$ cat src/rtl/complement_unit_if.sv
// Sample-in / result-out stream bundle for complement_unit.
// master = sample source + downstream sink, slave = the unit itself.
interface complement_unit_if #(
  parameter int WIDTH = 8
) ();
  logic             in_valid;
  logic             in_ready;
  logic [WIDTH-1:0] in_data;
  logic [1:0]       in_mode;
  logic             out_valid;
  logic             out_ready;
  logic [WIDTH-1:0] out_data;
  logic             out_ovf;

  modport master (
    output in_valid, in_data, in_mode, out_ready,
    input  in_ready, out_valid, out_data, out_ovf
  );

  modport slave (
    input  in_valid, in_data, in_mode, out_ready,
    output in_ready, out_valid, out_data, out_ovf
  );
endinterface

$ cat src/rtl/complement_unit.sv
// Per-sample pass / ones' complement / negate / abs with overflow flag and saturating event counter.
// 2-stage valid/ready pipeline: result valid one edge after acceptance; holds 2 samples under backpressure.
module complement_unit #(
  parameter int WIDTH     = 8,
  parameter bit SATURATE  = 1'b1,
  parameter int CNT_WIDTH = 16
) (
  input  logic                 clk,
  input  logic                 rst,
  complement_unit_if.slave     bus,
  input  logic                 cnt_clear,
  output logic [CNT_WIDTH-1:0] ovf_count
);
  typedef enum logic [1:0] {
    MODE_PASS = 2'b00,
    MODE_ONES = 2'b01,
    MODE_NEG  = 2'b10,
    MODE_ABS  = 2'b11
  } mode_e;

  localparam logic [WIDTH-1:0]     MIN_VAL = {1'b1, {(WIDTH-1){1'b0}}};
  localparam logic [WIDTH-1:0]     MAX_VAL = {1'b0, {(WIDTH-1){1'b1}}};
  localparam logic [WIDTH-1:0]     ONE     = {{(WIDTH-1){1'b0}}, 1'b1};
  localparam logic [CNT_WIDTH-1:0] CNT_MAX = '1;
  localparam logic [CNT_WIDTH-1:0] CNT_ONE = {{(CNT_WIDTH-1){1'b0}}, 1'b1};

  logic             s1_valid_q, s1_valid_d;
  logic [WIDTH-1:0] s1_data_q,  s1_data_d;
  mode_e            s1_mode_q,  s1_mode_d;

  logic             s2_valid_q, s2_valid_d;
  logic [WIDTH-1:0] s2_data_q,  s2_data_d;
  logic             s2_ovf_q,   s2_ovf_d;

  logic [CNT_WIDTH-1:0] cnt_q, cnt_d;

  logic             s1_adv;
  logic             s2_adv;
  logic             in_xfer;
  logic             out_xfer;
  logic [WIDTH-1:0] neg_x;
  logic             is_min;
  logic [WIDTH-1:0] res;
  logic             res_ovf;

  assign s2_adv   = !s2_valid_q || bus.out_ready;
  assign s1_adv   = !s1_valid_q || s2_adv;
  assign in_xfer  = bus.in_valid && s1_adv;
  assign out_xfer = s2_valid_q && bus.out_ready;

  assign neg_x  = ~s1_data_q + ONE;
  assign is_min = (s1_data_q == MIN_VAL);

  // Only MIN has no positive counterpart; it is the sole overflow source.
  always_comb begin
    res     = s1_data_q;
    res_ovf = 1'b0;
    unique case (s1_mode_q)
      MODE_PASS: res = s1_data_q;
      MODE_ONES: res = ~s1_data_q;
      MODE_NEG: begin
        if (is_min) begin
          res     = SATURATE ? MAX_VAL : MIN_VAL;
          res_ovf = 1'b1;
        end else begin
          res = neg_x;
        end
      end
      MODE_ABS: begin
        if (is_min) begin
          res     = SATURATE ? MAX_VAL : MIN_VAL;
          res_ovf = 1'b1;
        end else if (s1_data_q[WIDTH-1]) begin
          res = neg_x;
        end else begin
          res = s1_data_q;
        end
      end
      default: res = s1_data_q;
    endcase
  end

  always_comb begin
    s1_valid_d = s1_valid_q;
    s1_data_d  = s1_data_q;
    s1_mode_d  = s1_mode_q;
    s2_valid_d = s2_valid_q;
    s2_data_d  = s2_data_q;
    s2_ovf_d   = s2_ovf_q;
    cnt_d      = cnt_q;

    if (s1_adv) begin
      s1_valid_d = bus.in_valid;
    end
    if (in_xfer) begin
      s1_data_d = bus.in_data;
      s1_mode_d = mode_e'(bus.in_mode);
    end

    // S2 contents only change on advance, so a stalled result stays stable.
    if (s2_adv) begin
      s2_valid_d = s1_valid_q;
      if (s1_valid_q) begin
        s2_data_d = res;
        s2_ovf_d  = res_ovf;
      end
    end

    if (cnt_clear) begin
      cnt_d = '0;
    end else if (out_xfer && s2_ovf_q && (cnt_q != CNT_MAX)) begin
      cnt_d = cnt_q + CNT_ONE;
    end
  end

  always_ff @(posedge clk) begin
    if (rst) begin
      s1_valid_q <= 1'b0;
      s1_data_q  <= '0;
      s1_mode_q  <= MODE_PASS;
      s2_valid_q <= 1'b0;
      s2_data_q  <= '0;
      s2_ovf_q   <= 1'b0;
      cnt_q      <= '0;
    end else begin
      s1_valid_q <= s1_valid_d;
      s1_data_q  <= s1_data_d;
      s1_mode_q  <= s1_mode_d;
      s2_valid_q <= s2_valid_d;
      s2_data_q  <= s2_data_d;
      s2_ovf_q   <= s2_ovf_d;
      cnt_q      <= cnt_d;
    end
  end

  assign bus.in_ready  = s1_adv;
  assign bus.out_valid = s2_valid_q;
  assign bus.out_data  = s2_data_q;
  assign bus.out_ovf   = s2_ovf_q;
  assign ovf_count     = cnt_q;
endmodule

$ cat src/flat_wrapper.sv
// flat-port wrapper written by rule: the top's interface ports become plain ports
module complement_unit_flat 
#(
  parameter int WIDTH     = 8,
  parameter bit SATURATE  = 1'b1,
  parameter int CNT_WIDTH = 16
)
  (clk, rst, cnt_clear, ovf_count, bus_in_valid, bus_in_data, bus_in_mode, bus_out_ready, bus_in_ready, bus_out_valid, bus_out_data, bus_out_ovf);
  complement_unit_if #(.WIDTH(WIDTH)) bus_i ();
  input  logic clk;
  input  logic rst;
  input  logic cnt_clear;
  output logic [CNT_WIDTH-1:0] ovf_count;
  input wire logic [$bits(bus_i.in_valid)-1:0] bus_in_valid;
  input wire logic [$bits(bus_i.in_data)-1:0] bus_in_data;
  input wire logic [$bits(bus_i.in_mode)-1:0] bus_in_mode;
  input wire logic [$bits(bus_i.out_ready)-1:0] bus_out_ready;
  output wire logic [$bits(bus_i.in_ready)-1:0] bus_in_ready;
  output wire logic [$bits(bus_i.out_valid)-1:0] bus_out_valid;
  output wire logic [$bits(bus_i.out_data)-1:0] bus_out_data;
  output wire logic [$bits(bus_i.out_ovf)-1:0] bus_out_ovf;
  assign bus_i.in_valid = bus_in_valid;
  assign bus_i.in_data = bus_in_data;
  assign bus_i.in_mode = bus_in_mode;
  assign bus_i.out_ready = bus_out_ready;
  assign bus_in_ready = bus_i.in_ready;
  assign bus_out_valid = bus_i.out_valid;
  assign bus_out_data = bus_i.out_data;
  assign bus_out_ovf = bus_i.out_ovf;
  complement_unit #(.WIDTH(WIDTH), .SATURATE(SATURATE), .CNT_WIDTH(CNT_WIDTH)) u_core (.clk(clk), .rst(rst), .bus(bus_i), .cnt_clear(cnt_clear), .ovf_count(ovf_count));
endmodule
$ cat config.mk
export PLATFORM = sky130hd
export DESIGN_NAME = complement_unit_flat
export DESIGN_NICKNAME = d
export VERILOG_FILES = /design/src/rtl/complement_unit_if.sv /design/src/rtl/complement_unit.sv /design/src/flat_wrapper.sv
export SDC_FILE = /design/constraint.sdc
export NUM_CORES = 1
export LEC_CHECK = 0
export ABC_CLOCK_PERIOD_IN_PS = 2750
export BUFFER_PORTS_ARGS = -buffer_cell sky130_fd_sc_hd__buf_4
export CAP_MARGIN = 25
export CORE_ASPECT_RATIO = 1.2
export CORE_MARGIN = 2
export CORE_UTILIZATION = 40
export CTS_CLUSTER_DIAMETER = 50
export CTS_CLUSTER_SIZE = 40
export DETAILED_ROUTE_END_ITERATION = 12
export PLACE_DENSITY = 0.71
export SLEW_MARGIN = 10
export SYNTH_ARGS = -nofsm -noshare
export SYNTH_HDL_FRONTEND = slang
export SYNTH_SLANG_ARGS = --single-unit
$ cat constraint.sdc
create_clock -name clk -period 2.75 [get_ports clk]
set_clock_uncertainty 0.15 [all_clocks]
set_input_delay 0.55 -clock clk [delete_from_list [all_inputs] [get_ports clk]]
set_output_delay 0.55 -clock clk [all_outputs]
set_load 0.05 [all_outputs]
[Word level (Yosys, flattened, before mapping)]
Cells that the tools add are included.
Word-level totals
  register bits: 37
  logic and storage cells: 33
  input port bits: 15
Operators by class
  eq/ne operators: 5
  bitwise logic cells: 1
  add/subtract/negate cells: 2
  muxes and demuxes: 6
  reduce and logical (&&, ||, !) cells: 12
Operator list (number)
  8-bit case mux with 4 select lines: 1
  8-bit 2-to-1 mux: 3
  16-bit by 1-bit adder with 16-bit output, second input constant: 1
  16-bit != test, second input constant: 1
  8-bit by 1-bit adder with 8-bit output, second input constant: 1
  8-bit equality test, second input constant: 1
  8-bit NOT: 1
  2-bit equality test, second input constant: 2
  1-bit logical AND: 4
  2-bit OR reduction: 2
  2-bit by 1-bit equality test with 1-bit output, second input constant: 1
  1-bit logical NOT: 2
  2-bit logical NOT: 1
  1-bit logical OR: 2
  1-bit 2-to-1 mux: 2
  2-bit AND reduction: 1

[Longest topological paths before layout]
  word-level depth: 5
  mapped depth: 9
  gate-level depth less buffers: 8

[Worst setup path after synthesis]
OpenSTA, ideal clock, no wires.
  path kind: register -> register
  start point: reg u_core.cnt_q[0], in the netlist u_core.ovf_count[0]
  end point: reg u_core.cnt_q[1], in the netlist u_core.ovf_count[1]
  setup time: 122 ps
  required time: 2478 ps
  arrival time: 1970 ps
  stages on the path, launching flop included: 7
  path slack: 508 ps
  cell sequence: dfxtp_1 -> ha_1 -> nand2_1 -> nor4_2 -> a21oi_1 -> mux2i_1 -> nor2_1
On the way
  longest elaborated chain between the ends: 2
  elaborated cells on any way between the ends: 3
Ends and longest elaborated chain
  start, declared: RTL line complement_unit.sv:35  | logic [CNT_WIDTH-1:0] cnt_q, cnt_d;
  start signal, assigned: RTL line complement_unit.sv:132  | cnt_q <= cnt_d;
  branches (longest 2 deep; another with 16-bit by 1-bit adder with 16-bit output)
Several ways; the timed one is not identified.
A chain may end at the register's enable or synchronous reset.

[Worst setup path in the final report]
  start point: reg u_core.s1_data_q[3]
  end point: reg u_core.s2_data_q[7], in the netlist u_core.bus.out_data[7]
On the way
  longest elaborated chain between the ends: 5
  elaborated cells on any way between the ends: 7
Ends and longest elaborated chain
  start, declared: RTL line complement_unit.sv:28  | logic [WIDTH-1:0] s1_data_q, s1_data_d;
  start signal, assigned: RTL line complement_unit.sv:127  | s1_data_q <= s1_data_d;
  8-bit NOT: RTL line complement_unit.sv:51  | assign neg_x = ~s1_data_q + ONE;
  8-bit by 1-bit adder with 8-bit output: RTL line complement_unit.sv:51
  8-bit 2-to-1 mux: RTL line complement_unit.sv:73  | end else if (s1_data_q[WIDTH-1]) begin
  8-bit 2-to-1 mux: RTL line complement_unit.sv:70  | if (is_min) begin
  8-bit case mux with 4 select lines (*): RTL line complement_unit.sv:58  | unique case (s1_mode_q)
  end signal, assigned: RTL line complement_unit.sv:130  | s2_data_q <= s2_data_d;
  end, declared: RTL line complement_unit.sv:32  | logic [WIDTH-1:0] s2_data_q, s2_data_d;
Mark *: on every way between the ends. The rest lies on a longest branch, timed or not.

==> metrics.md <==
| Metric | Value |
|---|---|
| Slew headroom | 55.2% |
| Clock power share | 42.7% |
| Crit-path slowest cell | dfxtp_1 |
| Reg2reg start | u_core.s1_data_q[3] |
| Cell area after synthesis | 2040 um^2 |
| Setup Fix Bufs, Post-CTS | 0 |
| CP Class | flop to flop |
| Die area | 5680 um^2 |
| Initial DRC count | 137 |
| DR WL/cell | 13.3 um |
| Switching Fraction | 25.0% |
| Initial Utilization | 41.5% |
| DRT antenna net count | 0 |
| Least-Margin Pin Slew | 672 ps |
| CP most frequent cell | a21oi_1 |
| PwrDens | 520 nW/um^2 |
| Yosys reg bits | 37 |
| Worst reg2reg endpoint | u_core.bus.out_data[7] |
| Nature of the critical path startpoint | flop |
| Synth Flop Type | dfxtp_1 |
| Htree depth | 2 |
| Clk slew on worst S/H paths | 80 ps |
| Reg2reg path depth | 9 |
| Setup violators final | 0 |
| Port bufs | 41 |
| Part of the power in registers | 44.4% |
| Crit path from | u_core.s1_data_q[3] |
| Share of post-route cells with drive strength above 1 | 19.9% |
| DRT Wirelength | 4790 um |
| Cell Area, Placed | 2390 um^2 |
| Routed vias | 1,985 |
| Worst reg-to-reg setup slack | 440 ps |
| Fmax | 0.433 GHz |
| Initial antenna violation count | 0 |
| Core area | 4900 um^2 |
| Die span in y | 82.2 um |
| Crit path DAT | 2370 ps |
| Delay-heaviest family, CP | compound AO/OA/AOI/OAI gates |
| Hold Path Class | flop to flop |
| CTS root buf | clkbuf_8 |
| CTS tree | done |
| Nets | 318 |
| Worst path cell trace | nor4_2, buf_4, nand3_1, nor2_1, ha_1, a21oi_1, o22ai_1, a211o_1, a21oi_1 |
| Syn nets | 283 |
| EDFF count, synth | 0 |
| LEAKAGE | 0.971 nW |
| Async SR Flop Fraction | 0% |
| Comb power frac | 12.9% |
| Ratio of final minimum period to clock period | 83.9% |
| Final instance area | 2520 um^2 |
| Die W | 69.1 um |
| Max Cap Violations | 0 |
| Critical Path Sink | u_core.bus.out_data[7] |
| Largest net degree at the start of global routing | 25 |
| WP buf/inv | 1 |
| WP depth | 9 |
| DRC | 0 |
| Final weighted congestion in routability-driven placement | 0.883 |
| Syn Area/Cell | 7.68 um^2 |
| Skew-Pair Late Insertion Delay | 300 ps |
| Unique masters post-synth | 45 |
| Pint | 0.000983 W |
| Setup tns final | 0 ps |
| Worst setup EP type | flop |
| RSZ-0062 raised after global routing | false |
| Status | complete, no violations |
| Clk buf depth | 2 |
| Half-perimeter wire length after placement | 3440 um |
| Crit-path max FO | 12 |
| Post-synthesis sequential area ratio | 36.4% |
| # resized after CTS | 0 |
| Grt ovf | 0 |
| CP max stage delay | 430 ps |
| Antenna diodes | 0 |
| Number of global-route vias before repair | 1,825 |
| Yosys warns | 0 |
| Row cnt | 28 |
| Num CTS Buffers | 5 |
| Area Growth Syn to Fin | 23.9% |
| Mapped Cells | 265 |
| DR vias/cell | 5.50 |
| Max-slew violations | 0 |
| CP Data Required Time | 2810 ps |
| VDD IR max | 0.000313 V |
| Sw Pwr | 0.000329 W |
| TritonCTS Sinks | 37 |
| First-pass GRT wire length | 8250 um |
| CTS hold repair buffers | 0 |
| Pre-antenna DRT Iters | 6 |
| Post-route minimum period | 2310 ps |
| All-Layer GR Usage | 18.0% |
| Final Hold Fails | 0 |
| Ports | 42 |
[how the worst min path moves through the flow]
| stage | start | end | slack (ps) | cells after the start |
|---|---|---|---|---|
| after floorplan | u_core.s1_data_q[0] | u_core.s1_data_q[0] | 320 | 2 |
| after global placement | u_core.bus.out_data[7] | u_core.bus.out_data[7] | 310 | 2 |
| after detailed placement | u_core.bus.out_data[2] | u_core.bus.out_data[2] | 320 | 2 |
| after CTS | u_core.bus.out_data[2] | u_core.bus.out_data[2] | 330 | 2 |
| after global routing | u_core.bus.out_data[3] | u_core.bus.out_data[3] | 370 | 2 |
| final | u_core.bus.out_data[2] | u_core.bus.out_data[2] | 330 | 2 |
[placed cells by master (no fill, tap or decap), types with 2 or more instances in the layout]
cell type  count
a21oi_1       26
nor3_1         4
bufinv_16      2
and4_1         2
xnor2_1       11
nor3b_1        2
or3_1          3
and2_1         2
buf_4         46
nor4_2         3
nand3_1       23
a311oi_1       3
xor2_1         4
nand2_1       26
and3_1         3
o21ai_0        7
nand4_1        7
mux2i_1        4
a211oi_1       5
clkbuf_8       5
nor2_1        33
nand2b_1       3
a2111oi_0      2
ha_1           3
a31oi_1        2
nand3b_1       3
nor2b_1        5
inv_1          7
dfxtp_1       37
[sequential cells by signal, indices dropped and copies added, names as in the netlist]
name	count
u_core.s1_valid_q	1
u_core.s1_data_q	8
u_core.s1_mode_q	2
u_core.bus.out_valid	1
u_core.bus.out_ovf	1
u_core.ovf_count	16
u_core.bus.out_data	8
[Yosys cell counts, types with 3 or more instances]
| master | instances | area [um^2] |
|---|---|---|
| a211oi_1 | 5 | 37.5 |
| nor4_2 | 3 | 37.5 |
| nand3b_1 | 3 | 22.5 |
| mux2i_1 | 4 | 40.0 |
| nand2b_1 | 3 | 18.8 |
| buf_1 | 3 | 11.3 |
| nand3_1 | 23 | 115 |
| o21ai_0 | 7 | 35.0 |
| nor2_1 | 33 | 124 |
| a311oi_1 | 3 | 26.3 |
| dfxtp_1 | 37 | 741 |
| inv_1 | 7 | 26.3 |
| xnor2_1 | 11 | 96.3 |
| or3_1 | 3 | 18.8 |
| nand2_1 | 26 | 97.6 |
| and3_1 | 3 | 18.8 |
| nand4_1 | 7 | 43.8 |
| xor2_1 | 4 | 35.0 |
| nor2b_1 | 5 | 31.3 |
| ha_1 | 3 | 37.5 |
| nor3_1 | 4 | 20.0 |
| a21oi_1 | 26 | 130 |
| clkbuf_1 | 15 | 56.3 |
[cells by family after synthesis]
kind of cell | Yosys count | synth area share (%)
XOR/XNOR | 15 | 6.45
multiplexers | 4 | 1.97
buffers and inverters | 25 | 4.61
AO/OA/AOI/OAI | 56 | 17.2
AND/OR/NAND/NOR | 125 | 31.5
adder cells (fa/ha/maj) | 3 | 1.84
flip-flops | 37 | 36.4
[worst min-delay path, delay by kind of cell (launching register included)]
family	cells	cell delay, ps
AO/OA/AOI/OAI	1	50
flip-flops	1	330
AND/OR/NAND/NOR	1	50
[routing by layer]
metal,up-vias,routed length (um),GRT usage [%]
met2,60,2420,31.5
met1,904,1990,20.6
li1,1009,-,-
met4,0,150,9.61
met5,-,0,0
met3,12,234,4.13
[power groups by stage]
stage                     Sequential [W]  Clock, W  Combinational (W)
after CTS                       0.000582  0.000573           0.000170
final                           0.000583  0.000560           0.000169
after detailed placement        0.000595         0           0.000169
after floorplan                 0.000600         0           0.000107
after global placement          0.000594         0           0.000167
after global routing            0.000587  0.000593           0.000188
[cell type report]
class                           instances  area, um^2
Timing Repair Buffer                   46         345
Clock inverter                          3        65.1
Sequential cell                        37         741
Inverter                                7        26.3
Multi-Input combinational cell        203        1200
Clock buffer                            5        68.8
Tap cell                               60        75.1
Fill cell                             504        2380
[metrics by stage]
stage          hold WS, ps  util (%)  setup WS, ps  power (W)  cells
2_1_floorplan          323         -           508   0.000707    265
3_3_place_gp           308      48.7           572   0.000760    353
6_report               326      51.4           443    0.00131    361
3_5_place_dp           316      48.7           510   0.000764    353
4_1_cts                329      51.4           447    0.00133    361
5_1_grt                368      51.4           266    0.00137    361
Note: power is estimated with default switching activity, not from simulation.
